$ cat src/rtl/decode_pkg.sv
// Shared encodings and defaults for the decode-stage call/interrupt sequencer.
package decode_pkg;

    localparam int DEF_DATA_W = 16;
    localparam int DEF_PC_W   = 32;

    // Kind of stack sequence being expanded
    typedef enum logic [1:0] {
        SEQ_CALL = 2'b00,
        SEQ_RET  = 2'b01,
        SEQ_INT  = 2'b10,
        SEQ_RTI  = 2'b11
    } seq_kind_e;

    // Sequencer state encoding
    typedef enum logic [1:0] {
        ST_IDLE  = 2'b00,
        ST_ITER  = 2'b01,
        ST_FLUSH = 2'b10
    } state_e;

    // CALL and INT write the stack; RET and RTI read it back
    function automatic logic is_push_kind(input seq_kind_e kind);
        return (kind == SEQ_CALL) || (kind == SEQ_INT);
    endfunction

endpackage

$ cat src/rtl/seq_counter.sv
// Loadable up-counter with enable, freeze input and terminal-count compare.
module seq_counter #(
    parameter int W = 2
) (
    input  logic         clk_i,
    input  logic         rst_i,
    input  logic         load_i,
    input  logic         en_i,
    input  logic         hold_i,
    input  logic [W-1:0] tc_value_i,
    output logic [W-1:0] count_o,
    output logic         tc_o
);

    logic [W-1:0] count_d, count_q;

    // Next count: freeze wins, then load-to-zero, then increment
    always_comb begin
        // NOTE: every combinational output is given a default first so no path leaves it unassigned (which would infer a latch).
        count_d = count_q;
        if (!hold_i) begin
            if (load_i) begin
                count_d = '0;
            end else if (en_i) begin
                count_d = count_q + 1'b1;
            end
        end
    end

    // Count register with synchronous reset
    always_ff @(posedge clk_i) begin
        // NOTE: sequential state uses non-blocking assignments so every register samples pre-edge values.
        if (rst_i) begin
            count_q <= '0;
        end else begin
            count_q <= count_d;
        end
    end

    assign count_o = count_q;
    assign tc_o    = (count_q == tc_value_i);

endmodule

$ cat src/rtl/decode_sequencer.sv
// Expands CALL/RET/INT/RTI into per-word stack iterations followed by a fetch flush.
module decode_sequencer
    import decode_pkg::*;
#(
    parameter  int DATA_W       = DEF_DATA_W,
    parameter  int PC_W         = DEF_PC_W,
    parameter  int FLUSH_CYCLES = 1,
    localparam int PC_WORDS     = PC_W / DATA_W,
    localparam int CNT_W        = $clog2(PC_WORDS + 2)
) (
    input  logic             Clk,
    input  logic             Rst,
    input  logic             call_req,
    input  logic             ret_req,
    input  logic             rti_req,
    input  logic             int_req,
    input  logic             hold,
    output logic             stall_fetch,
    output logic             push,
    output logic             pop,
    output logic [CNT_W-1:0] word_idx,
    output logic             last_word,
    output logic             flush,
    output logic [1:0]       seq_kind,
    output logic             busy,
    output logic             int_pending
);

    localparam int               FL_W  = 2;
    localparam logic [CNT_W-1:0] PCW_C = CNT_W'(PC_WORDS);

    state_e            state_d, state_q;
    seq_kind_e         kind_d, kind_q, kind_sel;
    logic              int_pending_d, int_pending_q;
    logic              any_req, accept;
    logic              iter_load, iter_en, iter_tc;
    logic              flush_load, flush_en, flush_tc;
    logic [CNT_W-1:0]  iter_cnt, iter_tc_val;
    logic [FL_W-1:0]   flush_cnt;

    // Request arbitration in IDLE: interrupt, then CALL, RET, RTI
    always_comb begin
        kind_sel = SEQ_CALL;
        any_req  = 1'b0;
        if (int_pending_q || int_req) begin
            kind_sel = SEQ_INT;
            any_req  = 1'b1;
        end else if (call_req) begin
            kind_sel = SEQ_CALL;
            any_req  = 1'b1;
        end else if (ret_req) begin
            kind_sel = SEQ_RET;
            any_req  = 1'b1;
        end else if (rti_req) begin
            kind_sel = SEQ_RTI;
            any_req  = 1'b1;
        end
        accept = (state_q == ST_IDLE) && any_req && !hold && !Rst;
    end

    // Next state, captured kind and counter controls; hold freezes everything
    always_comb begin
        state_d    = state_q;
        kind_d     = kind_q;
        iter_load  = 1'b0;
        iter_en    = 1'b0;
        flush_load = 1'b0;
        flush_en   = 1'b0;
        case (state_q)
            ST_IDLE: begin
                if (accept) begin
                    state_d   = ST_ITER;
                    kind_d    = kind_sel;
                    iter_load = 1'b1;
                end
            end
            ST_ITER: begin
                iter_en = 1'b1;
                if (iter_tc) begin
                    state_d    = ST_FLUSH;
                    flush_load = 1'b1;
                end
            end
            ST_FLUSH: begin
                flush_en = 1'b1;
                if (flush_tc) begin
                    state_d = ST_IDLE;
                end
            end
            default: state_d = ST_IDLE;
        endcase
        if (hold) begin
            state_d = state_q;
            kind_d  = kind_q;
        end
    end

    // Interrupt latch: cleared when INT is accepted, set by any interrupt not taken at once
    always_comb begin
        int_pending_d = int_pending_q;
        if (accept && (kind_sel == SEQ_INT)) begin
            int_pending_d = 1'b0;
        end else if (int_req && (busy || hold)) begin
            int_pending_d = 1'b1;
        end
    end

    // Output decode from state and captured sequence kind
    always_comb begin
        busy        = (state_q != ST_IDLE);
        stall_fetch = busy || accept;
        push        = (state_q == ST_ITER) && !hold && is_push_kind(kind_q);
        pop         = (state_q == ST_ITER) && !hold && !is_push_kind(kind_q);
        last_word   = (state_q == ST_ITER) && iter_tc;
        flush       = (state_q == ST_FLUSH) && !hold;
        seq_kind    = busy ? kind_q : SEQ_CALL;
        iter_tc_val = ((kind_q == SEQ_INT) || (kind_q == SEQ_RTI)) ? PCW_C : PCW_C - 1'b1;
        word_idx    = '0;
        if (state_q == ST_ITER) begin
            case (kind_q)
                SEQ_RTI: word_idx = PCW_C - iter_cnt;
                SEQ_RET: word_idx = PCW_C - 1'b1 - iter_cnt;
                default: word_idx = iter_cnt;
            endcase
        end
    end

    // State, kind and interrupt-latch registers
    always_ff @(posedge Clk) begin
        if (Rst) begin
            state_q       <= ST_IDLE;
            kind_q        <= SEQ_CALL;
            int_pending_q <= 1'b0;
        end else begin
            state_q       <= state_d;
            kind_q        <= kind_d;
            int_pending_q <= int_pending_d;
        end
    end

    assign int_pending = int_pending_q;

    seq_counter #(.W(CNT_W)) u_iter_cnt (
        .clk_i      (Clk),
        .rst_i      (Rst),
        .load_i     (iter_load),
        .en_i       (iter_en),
        .hold_i     (hold),
        .tc_value_i (iter_tc_val),
        .count_o    (iter_cnt),
        .tc_o       (iter_tc)
    );

    seq_counter #(.W(FL_W)) u_flush_cnt (
        .clk_i      (Clk),
        .rst_i      (Rst),
        .load_i     (flush_load),
        .en_i       (flush_en),
        .hold_i     (hold),
        .tc_value_i (FL_W'(FLUSH_CYCLES - 1)),
        .count_o    (flush_cnt),
        .tc_o       (flush_tc)
    );

    // The flush counter never runs past its terminal value while flushing
    a_flush_range: assert property (@(posedge Clk) disable iff (Rst)
        (state_q == ST_FLUSH) |-> (flush_cnt < FL_W'(FLUSH_CYCLES)));

endmodule

$ cat config.mk
export PLATFORM = sky130hd
export DESIGN_NAME = decode_sequencer
export DESIGN_NICKNAME = d
export VERILOG_FILES = /design/src/rtl/decode_pkg.sv /design/src/rtl/seq_counter.sv /design/src/rtl/decode_sequencer.sv
export SDC_FILE = /design/constraint.sdc
export NUM_CORES = 1
export LEC_CHECK = 0
export CAP_MARGIN = 5
export CORE_AREA = 10 10 50 52
export CTS_CLUSTER_DIAMETER = 100
export CTS_CLUSTER_SIZE = 28
export DETAILED_ROUTE_END_ITERATION = 8
export DIE_AREA = 0 0 60 62
export PLACE_DENSITY = 0.79
export SETUP_SLACK_MARGIN = 0.3
export SYNTH_ARGS = -nofsm -noshare
export SYNTH_HDL_FRONTEND = slang
export SYNTH_SLANG_ARGS = --single-unit
export TNS_END_PERCENT = 30
$ cat constraint.sdc
create_clock -name Clk -period 1.4 [get_ports Clk]
set_clock_uncertainty 0.1 [all_clocks]
set_input_delay 0.42 -clock Clk [delete_from_list [all_inputs] [get_ports Clk]]
set_output_delay 0.42 -clock Clk [all_outputs]
set_load 0.01 [all_outputs]
==> flow_summary.ini, run 1 <==
[setup_path]
cp_max_fo = 2
reg2regPathDepth = 6
worstPathArrival_ps = 1320
worst_path_max_delay_cell = or3_4
path_buf_inv = 1
path_delay_family = simple AND/OR/NAND/NOR gates
cp.required_ps = 880
cp_num_cells = 4
r2r_slack_ps = -200
timing.rr.start = u_iter_cnt.count_o[0]
worst_r2r_endpoint = state_q[0]
cp_cell_sequence = or3_4 -> nor3_4 -> o31ai_2 -> buf_2
cp_slowest_stage_delay_ps = 380
endpoint_kind = primary output
crit_path_start_kind = register
worstSetupPathType = reg -> out

[clock_network]
clock-root-buffer = clkbuf_4
h-tree-depth = 1
clkTransAtPathRegs_ps = 70
numCtsBuffers = 3
clkLatencyLatePin_ps = 270
cts_buffer_depth = 2
cts_tree = done
clock_sinks = 9

[hold_path]
min_from = int_req
holdPathStages = 3
worstHoldPathType = in -> reg
holdPathEnd = int_pending

[global_routing]
met2_usage = 0.250
top_usage_layer = met2
globalRouteMet1Util = 0.112
grt_max_degree = 10
grt_overflow = 0
grt_antenna_before_repair = 0
gr-usage-met3 = 0.0447
grtUsageTotal = 0.122
grt_pass1_vias = 766
grt_pass1_wl_um = 3470

[synthesis]
synth_edf_count = 0
syn_area_um2 = 602
synthTopCellsByArea = dfxtp_1, and4bb_2, nor3_1
synth_top_area_cell = dfxtp_1
synth_common_cells = dfxtp_1, nor2_1, inv_1, nor3_1, o21ai_0
ys_ff_latch = 9
async_flop_share = 0
avgSynthCellArea_um2 = 8.98
postSynthCellCount = 67
yosysMostFrequentCell = dfxtp_1
yosys_warnings = 0
synth_nets = 75
synthDistinctLibCells = 35
synth_top_cell_area_share = 0.299
ys_seq_area_frac = 0.299
ys.flop_type = dfxtp_1

[route]
ant_nets = 0
drtIter0Drc = 16
vias = 714
vias_per_cell = 5.21
dr.pass1.iters = 4
drt-wirelength-per-cell_um = 15.5
wl_um = 2130
drc = 0

[finish]
antenna_cells = 0
final_nets = 129
multi_input_area_um2 = 494
drive_gt1_frac = 0.692
n_fill_cell = 121
layout.cells.non_filler = 137
register_area_um2 = 198
stdcell_area_um2 = 1180
syn2layout_area_growth_pct = 95.4

[placement]
placed_area_um2 = 1030
hpwl_um = 1530
place_congestion = 0.797
io_buffers = 17
dp.cells = 124

[floorplanning]
chipWidth_um = 60
dieHeight_um = 62
core-area_um2 = 1610
io_pins = 18
rows = 15
initial_core_util = 0.373
die-area_um2 = 3720

[timing]
worst_slew_pin_slew_ps = 240
setup-violations-final = 15
period_needed_ps = 1840
max_clock_freq_mhz = 545
hold_viol = 0
rsz0062_at_grt = true
finalSetupTns_ps = -3340
slew_headroom = 0.840
drv_slew = 0
fin_hold_ws_ps = 373
min_period_over_period = 1.31
setup_ws_ps = -435

[pwr]
p_per_area_nw_per_um2 = 664
leakagePower_nw = 0.516
worst_ir_drop_vdd_mv = 0.498
finalPower_uw = 781

[status]
violations = setup timing
status = finished, violations left

[job]
cap_violations = 0
-- where the power goes --
group	total (mW)	internal [mW]	switching [mW]
Sequential	0.289	0.269	0.0199
Clock	0.219	0.110	0.109
Combinational	0.273	0.151	0.122
Total	0.781	0.530	0.251
-- per-layer routing --
metal	share of wire	wire, µm
met2	0.58	1230
met3	0.058	124
met4	0.0080	17
met1	0.36	761
met5	0	0
-- cells by family (layout without fill, tap and decap cells) --
| kind of cell | Yosys count | after routing | share of synthesized area |
|---|---|---|---|
| multiplexers | 1 | 1 | 0.0166 |
| AND/OR/NAND/NOR | 31 | 31 | 0.383 |
| flip-flops | 9 | 9 | 0.299 |
| XOR/XNOR | 3 | 3 | 0.0437 |
| adder cells (fa/ha/maj) | 1 | 1 | 0.0208 |
| AO/OA/AOI/OAI | 15 | 15 | 0.170 |
| buffers and inverters | 7 | 60 | 0.0665 |
-- timing repair --
action                     4_1_cts  5_1_grt
pin swaps                       11        6
hold buffers                     0        0
resized for setup               75       10
setup endpoints to repair       20       20
gates cloned                     0        0
setup buffers                    7        2
-- registers in the layout, indices dropped and copies added (netlist names) --
name                 flops
state_q                  2
kind_q                   2
u_flush_cnt.count_o      2
int_pending              1
u_iter_cnt.count_o       2
-- cell type report --
type | count | area share
well taps | 17 | 0.0181
flip-flops and latches | 9 | 0.168
clock buffers | 4 | 0.0223
multi-input cells | 51 | 0.420
inverters | 4 | 0.0128
repair buffers | 52 | 0.359
-- worst reg2reg max path: cells and delay by family (launching register included) --
family / cells / cell delay [ps]
buf+inv: 3 / 360
compound gates: 1 / 160
simple gates: 2 / 550
flops: 1 / 360
-- worst max path at each step --
stage                      from           to  slack [ps]
global route        int_pending  stall_fetch        -500
floorplan               int_req  stall_fetch        -130
finish              int_pending  stall_fetch        -440
detailed placement      int_req  stall_fetch       -1050
global placement        int_req  stall_fetch       -1020
CTS                 int_pending  stall_fetch        -480
-- per-stage QoR --
| step | util | worst slack, ps |
|---|---|---|
| after floorplan | - | -126 |
| after global placement | 0.637 | -1020 |
| after detailed placement | 0.637 | -1050 |
| after CTS | 0.698 | -482 |
| after global routing | 0.729 | -503 |
| final | 0.729 | -435 |
-- layout by cell type, fill, tap and decap left out, types with 2 or more instances in the layout --
cell type and n:
nor2_1 4, a31oi_1 2, dfxtp_1 3, dfxtp_4 4
buf_6 11, nand2_1 2, inv_1 3, and4bb_2 2
buf_4 24, nor3b_4 2, clkbuf_4 3, dlygate4sd2_1 2
nor3_2 2, or3_4 3, buf_2 11, o21ai_0 3
nor3_4 4, dfxtp_2 2
(Power assumes the default switching activity.)
==> run 2: changes to the inputs <==
--- a/config.mk
+++ b/config.mk
@@ -8,7 +8,7 @@
 export CAP_MARGIN = 5
 export CORE_AREA = 10 10 50 52
 export CTS_CLUSTER_DIAMETER = 100
-export CTS_CLUSTER_SIZE = 28
+export CTS_CLUSTER_SIZE = 40
 export DETAILED_ROUTE_END_ITERATION = 8
 export DIE_AREA = 0 0 60 62
 export PLACE_DENSITY = 0.79
==> results of run 2 <==
Same layout as run 1: the final DEF is identical, and so are final timing and power.
==> run 3: changes to the inputs <==
--- a/config.mk
+++ b/config.mk
@@ -11,8 +11,9 @@
 export CTS_CLUSTER_SIZE = 40
 export DETAILED_ROUTE_END_ITERATION = 8
 export DIE_AREA = 0 0 60 62
-export PLACE_DENSITY = 0.79
+export PLACE_DENSITY = 0.82
 export SETUP_SLACK_MARGIN = 0.3
+export SLEW_MARGIN = 20
 export SYNTH_ARGS = -nofsm -noshare
 export SYNTH_HDL_FRONTEND = slang
 export SYNTH_SLANG_ARGS = --single-unit
==> flow_summary.ini, run 3 (synthesis results as in run 1) <==
[setup_path]
worstSetupPathType = reg -> out
crit_path_start_kind = register
worst_path_max_delay_cell = or3_4
endpoint_kind = primary output
worstPathArrival_ps = 1310
cp_slowest_stage_delay_ps = 380
cp_max_fo = 2
cp_cell_sequence = or3_4 -> nor3_4 -> o31ai_2 -> buf_2
cp.required_ps = 880
reg2regPathDepth = 6

[finish]
antenna_cells = 0
final_cell_mix = buf_4, buf_6, buf_2
mostFrequentLayoutCell = buf_4
drive_gt1_frac = 0.686
utilization = 0.737
final_nets = 130
syn2layout_area_growth_pct = 97.7

[timing]
worst_slew_pin_slew_ps = 217
max_clock_freq_mhz = 547
rsz0062_at_grt = true
min_period_over_period = 1.31
period_needed_ps = 1830
setup_ws_ps = -428
hold_viol = 0
drv_slew = 0
slew_headroom = 0.853
setup-violations-final = 18

[route]
drtIter0Drc = 15
vias = 697
wl_um = 2130
drc = 0
drt-wirelength-per-cell_um = 15.4
dr.pass1.iters = 3
ant_nets = 0
vias_per_cell = 5.05

[clock_network]
clkLatencyLatePin_ps = 280
clock_sinks = 9
cts_buffer_depth = 2
clock-root-buffer = clkbuf_4
cts_hold_buf = 0
clkTransAtPathRegs_ps = 60
cts_tree = done
numCtsBuffers = 3
h-tree-depth = 1

[global_routing]
grt_max_degree = 10
grt_overflow = 0
grt_pass1_wl_um = 3310
grt_pass1_vias = 754
grtUsageTotal = 0.119
grt_antenna_before_repair = 0

[hold_path]
holdPathStages = 4
worstHoldPathType = in -> reg

[pwr]
p_per_area_nw_per_um2 = 685
worst_ir_drop_vdd_mv = 0.500
leakagePower_nw = 0.529
finalPower_uw = 816

[status]
violations = setup timing
status = finished, violations left

[job]
cap_violations = 0

[placement]
hpwl_um = 1420
place_congestion = 0.770
io_buffers = 17

[floorplanning]
core-area_um2 = 1610
die-area_um2 = 3720
dieHeight_um = 62
rows = 15
io_pins = 18
initial_core_util = 0.373
chipWidth_um = 60
[run 3: per-layer routing]
layer | track usage | routed length (µm) | vias to the layer above
met4 | 0.0673 | 44 | 0
met5 | 0 | 0 | -
met2 | 0.226 | 1170 | 16
li1 | - | - | 349
met3 | 0.0467 | 124 | 4
met1 | 0.104 | 786 | 328
[run 3: layout make-up]
type,instances,area (µm²)
clock buffer,4,26.3
fill,106,424
inverter,4,15.0
multi-input combinational,51,473
sequential,9,199
tap,17,21.3
timing repair buffer,53,455
[run 3: power breakdown]
group / total [mW] / internal, mW / switching (mW)
combinational: 0.301 / 0.172 / 0.129
sequential: 0.289 / 0.269 / 0.0202
clock: 0.225 / 0.111 / 0.114
[run 3: stage by stage]
| step | hold slack, ps | cells | instance area [µm²] | setup TNS [ps] | setup slack (ps) |
|---|---|---|---|---|---|
| floorplan | 418 | 67 | 658 | -201 | -126 |
| global placement | 410 | 124 | 1020 | -10140 | -1020 |
| detailed placement | 425 | 124 | 1020 | -10550 | -1030 |
| CTS | 454 | 132 | 1100 | -3130 | -507 |
| global route | 478 | 138 | 1190 | -4540 | -481 |
| finish | 451 | 138 | 1190 | -3500 | -428 |
[run 3: final timing paths]
check | slack (ps) | endpoint | startpoint
worst max-delay path | -430 | stall_fetch | int_pending
worst min-delay path | 450 | kind_q[1] | call_req
worst max register to register | -220 | state_q[0] | u_iter_cnt.count_o[0]
worst min register to register | 480 | u_flush_cnt.count_o[1] | u_flush_cnt.count_o[1]
[run 3: worst max-delay path, delay by kind of cell (launching register included)]
kind                   cells  cell delay, ps
and+or+nand+nor            2             500
DFF                        1             320
buffers and inverters      1             140
AOI/OAI and AO/OA          1              70
[run 3: timing repair]
action | 4_1_cts | 5_1_grt
setup buffers | 4 | 6
gates resized for setup | 64 | 20
pin swaps | 10 | 8
setup endpoints to repair | 20 | 20
==> variant 1 (settings of run 3) <==
The 3 states of `state_e` get a one-hot encoding in 3 bits.
--- a/src/rtl/decode_pkg.sv
+++ b/src/rtl/decode_pkg.sv
@@ -13,10 +13,10 @@
     } seq_kind_e;
 
     // Sequencer state encoding
-    typedef enum logic [1:0] {
-        ST_IDLE  = 2'b00,
-        ST_ITER  = 2'b01,
-        ST_FLUSH = 2'b10
+    typedef enum logic [2:0] {
+        ST_IDLE  = 3'b001,
+        ST_ITER  = 3'b010,
+        ST_FLUSH = 3'b100
     } state_e;
 
     // CALL and INT write the stack; RET and RTI read it back
Behaviour: same outputs for any inputs over 10 cycles, from zero or initial values and one cycle with Rst high; not proved beyond that.
==> variant 1 against run 3 <==
The run still ends with negative setup slack left; non-clock buffer count shrank 9; final area shrank 6.2%; sequential cell count grew 1; first-iteration DRC count grew 6.7%; area after synthesis shrank 0.62%; synthesized cell count grew 10%; wire length grew 8.4%; power grew 2.9%; worst setup slack lost 67 ps.
==> variant 1: results (changes against run 3) <==
metric	value	unit	change
gp_congestion	0.842		was 0.770
swShare	31.4	%	was 32.3%
timing.final.ws_setup	-494	ps	was -428 ps
fin_tns_setup	-5490	ps	was -3500 ps
muxShareOfSynthArea	0	%	was 1.66%
synth_seq_area_share	33.5	%	was 29.9%
synth.distinct_cells	30		was 35
via_per_inst	5.63		was 5.05
ys_top_cells_by_area	dfxtp_1, inv_1, nor2_1		was dfxtp_1, and4bb_2, nor3_1
syn_area_per_cell	8.08	µm²	was 8.98 µm²
synthTopCellsByCount	dfxtp_1, inv_1, nor2_1		was dfxtp_1, nor2_1, inv_1, nor3_1, o21ai_0
status	complete, but fails checks		unchanged
grt_pass1_vias	768		was 754
power.static_leakage	0.000465	µW	was 0.000529 µW
arrival	1370	ps	was 1310 ps
crit_fanout	3		was 2
grt_max_degree	13		was 10
hp-class	reg -> reg		was in -> reg
grt_use_total	11.6	%	was 11.9%
synth_compound_area_share	25.5	%	was 17.0%
worst_path_max_delay_cell	or4b_4		was or3_4
n_fill_cell	123		was 106
cts_resized	77		was 64
hpwl	1540	µm	was 1420 µm
dr.pass1.iters	4		was 3
instances_no_fill	136		was 138
vdd_drop_max	475	µV	was 500 µV
antenna_found_initial	0		unchanged
async_flop_share	0	%	unchanged
r2r_end	u_iter_cnt.count_o[1]$_SDFFE_PP0P_		was state_q[0]$_SDFFE_PP0P_
drive_above_1_share	57.1	%	was 68.6%
synth_nets	82		was 75
finalSetupViolCount	19		was 18
slew_headroom	81.6	%	was 85.3%
max_stage_delay	500	ps	was 380 ps
setup.worst_path.end	pop		was stall_fetch
synth_xor_area_share	2.93	%	was 4.37%
place_inst	128		was 124
drtIter0Drc	16		was 15
wl_per_cell	17.0	µm	was 15.4 µm
grt_pass1_wl	3330	µm	was 3310 µm
r2r_cells	4		was 6
violations	negative setup slack		unchanged
rrSetupSlack	-330	ps	was -220 ps
clock_latency	260	ps	was 280 ps
variant 1: changes by cell type in the layout (fill, tap and decap cells not counted), moves of 3 or more:
cell,run 3,this run
buf_6,13,7
dfxtp_1,2,5
dfxtp_4,4,1
inv_1,3,6
nor3_2,3,0
variant 1: logic make-up (layout without fill, tap and decap cells):
logic type      count (synthesis)  in the layout
xor+xnor                        2              2
fa+ha+maj                       1              1
compound gates                 22             22
flops                          10             10
simple gates                   30             30
buf+inv                         9             54
variant 1: layout make-up:
| cell class | count | area (µm²) | area share, % |
|---|---|---|---|
| Timing Repair Buffer | 44 | 340 | 30.5 |
| Multi-Input combinational cell | 55 | 497 | 44.5 |
| Clock buffer | 3 | 22.5 | 2.02 |
| Sequential cell | 10 | 209 | 18.7 |
| Tap cell | 17 | 21.3 | 1.91 |
| Inverter | 7 | 26.3 | 2.35 |
variant 1: power by group through the flow:
stage / clock network [µW] / logic (µW) / registers (µW)
after global placement: 0 / 232 / 317
after floorplan: 0 / 87.1 / 326
after CTS: 201 / 287 / 318
final: 198 / 323 / 318
after global routing: 214 / 342 / 319
after detailed placement: 0 / 241 / 319
variant 1: how the worst min path moves through the flow:
stage	slack [ps]	start	endpoint	depth (start not counted)
2_1_floorplan	350	u_flush_cnt.count_o[1]$_SDFFE_PP0P_	u_flush_cnt.count_o[1]$_SDFFE_PP0P_	2
3_3_place_gp	370	u_flush_cnt.count_o[1]$_SDFFE_PP0P_	u_flush_cnt.count_o[1]$_SDFFE_PP0P_	2
3_5_place_dp	370	u_flush_cnt.count_o[1]$_SDFFE_PP0P_	u_flush_cnt.count_o[1]$_SDFFE_PP0P_	2
4_1_cts	380	u_flush_cnt.count_o[1]$_SDFFE_PP0P_	u_flush_cnt.count_o[1]$_SDFFE_PP0P_	2
5_1_grt	420	u_flush_cnt.count_o[1]$_SDFFE_PP0P_	u_flush_cnt.count_o[1]$_SDFFE_PP0P_	2
6_report	390	u_flush_cnt.count_o[1]$_SDFFE_PP0P_	u_flush_cnt.count_o[1]$_SDFFE_PP0P_	2
variant 1: worst reg2reg max path, stage by stage, from the launching register on:
cell and delay (ps):
dfxtp_2 370, or4b_4 500, buf_4 180, or3_1 320, a211oi_2 180
variant 1: stage by stage:
stage | cell area (µm²) | hold slack (ps) | setup slack [ps]
final | 1120 | 395 | -494
after global routing | 1120 | 419 | -529
after CTS | 1070 | 384 | -520
after detailed placement | 976 | 374 | -1180
after global placement | 976 | 370 | -1150
after floorplan | 628 | 350 | -319
variant 1: routing by layer:
metal	GRT usage (%)	up-vias	part of all wire (%)
li1	-	369	-
met1	11.8	369	40
met2	21.2	23	51
met3	4.47	4	6.1
met4	3.53	0	2.0
met5	0	-	0
==> variant 2 (flow settings as in run 3) <==
Made on the original files. The package constant `DEF_PC_W` goes from 32 to 16.
--- a/src/rtl/decode_pkg.sv
+++ b/src/rtl/decode_pkg.sv
@@ -2,7 +2,7 @@
 package decode_pkg;
 
     localparam int DEF_DATA_W = 16;
-    localparam int DEF_PC_W   = 32;
+    localparam int DEF_PC_W   = 16;
 
     // Kind of stack sequence being expanded
     typedef enum logic [1:0] {
Function: changed (a bounded check fails within 4 cycles, from zero or initial values and one cycle with Rst high).
==> variant 2 against run 3 <==
The run still ends with negative setup slack left; fmax fell by 0.37%; final area fell by 3.3%; worst setup slack got worse by 6.8 ps; area after synthesis fell by 1.7%; clock power fell by 4%; wire length fell by 1.6%; sequential cell count did not move; power rose by 13%; critical path type unchanged; critical endpoint unchanged; largest cell class unchanged.
==> variant 2: results (changes against run 3) <==
metric	value	unit	change
status	complete, but fails checks		unchanged
violations	negative setup slack		unchanged
crit_fanout	2		unchanged
final_nets	129		was 130
clock_latency	280	ps	about the same
synthTopCellsByCount	dfxtp_1, nor2_1		was dfxtp_1, nor2_1, inv_1, nor3_1, o21ai_0
htreeDepth	1		unchanged
arrival	1310	ps	about the same
highest_layer	met4		unchanged
path_clk_slew	70	ps	
met2_length	1200	µm	was 1170 µm
vdd_drop_max	510	µV	was 500 µV
grt_pass1_wl	3140	µm	was 3310 µm
dp_slack	-1080	ps	was -1030 ps
gp_congestion	0.872		was 0.770
dr.pass1.iters	2		was 3
grt_use_total	11.6	%	was 11.9%
max_stage_delay	340	ps	was 380 ps
finalSetupViolCount	13		was 18
async_flop_share	0	%	unchanged
synth.distinct_cells	34		was 35
power.static_leakage	0.000483	µW	was 0.000529 µW
root_buffer	clkbuf_4		unchanged
grt_pass1_vias	690		was 754
synth_seq_area_share	30.4	%	was 29.9%
n_antenna_cell	0		unchanged
cp_top_family	simple AND/OR/NAND/NOR gates		unchanged
wl_met1	746	µm	was 786 µm
wl_met3	106	µm	was 124 µm
yosys_warnings	0		unchanged
portBuffers	17		unchanged
grt_max_degree	11		was 10
drive_above_1_share	65.0	%	was 68.6%
synth_nets	81		was 75
wl_per_cell	15.3	µm	was 15.4 µm
cts_buffers	3		unchanged
cts_max_path_buffers	2		unchanged
drtIter0Drc	11		was 15
antenna_found_initial	0		unchanged
hpwl	1390	µm	was 1420 µm
hp-class	reg -> reg		was in -> reg
vias	701		was 697
ys_top_cells_by_area	dfxtp_1, xor2_1, nand2b_1		was dfxtp_1, and4bb_2, nor3_1
timing.final.ws_setup	-434	ps	was -428 ps
worst_path_max_delay_cell	or3_4		unchanged
slew_headroom	80.3	%	was 85.3%
n_fill_cell	133		was 106
## variant 2: report_power, final
group | total [µW] | internal, µW | switching, µW | leakage, µW
registers | 305 | 278 | 27.1 | 0.0000764
logic | 400 | 227 | 173 | 0.000392
clock network | 217 | 111 | 107 | 0.0000150
total | 922 | 616 | 306 | 0.000483
## variant 2: kinds of logic (layout without fill, tap and decap cells)
group,count (synthesis),count (layout),synth area share [%]
and+or+nand+nor,32,32,34.9
AOI/OAI and AO/OA,17,17,18.6
DFF,9,9,30.4
buffers and inverters,9,56,6.55
xor gates and xnor gates,5,5,7.40
adders and majority gates,1,1,2.11
## variant 2: layout make-up
class,instances,area [µm²],share of cell area [%]
multi-input cells,55,505,43.9
flip-flops and latches,9,194,16.8
inverters,4,15.0,1.30
well taps,17,21.3,1.85
repair buffers,48,389,33.8
clock buffers,4,26.3,2.28
## variant 2: final timing paths
path / startpoint / end / slack, ps / cells after the start
hold reg to reg: u_flush_cnt.count_o[0]$_SDFFE_PP0P_ / u_flush_cnt.count_o[0]$_SDFFE_PP0P_ / 390 / 1
setup / recovery: int_pending$_SDFFE_PP0P_ / stall_fetch / -430 / 4
setup reg to reg: kind_q[1]$_SDFFE_PP0P_ / state_q[1]$_SDFFE_PP0P_ / -170 / 5
hold / removal: u_flush_cnt.count_o[0]$_SDFFE_PP0P_ / u_flush_cnt.count_o[0]$_SDFFE_PP0P_ / 390 / 1
## variant 2: stage by stage
step,cell area [µm²],utilization (%),std cells,TNS [ps]
floorplan,663,-,73,-211
global placement,982,60.9,125,-10670
detailed placement,982,60.9,125,-11190
CTS,1080,67.0,134,-3090
global route,1150,71.3,137,-3980
finish,1150,71.3,137,-3210
## variant 2: per-layer routing
metal  vias to the layer above  track usage, %
li1                        353               -
met1                       328            10.6
met2                        15            20.4
met3                         5            5.49
met4                         0            7.37
met5                         -               0
## variant 2: repair_timing
item,in CTS,in global routing
gates resized for setup,82,13
setup endpoints to repair,20,20
buffers inserted,5,3
pin swaps,14,11
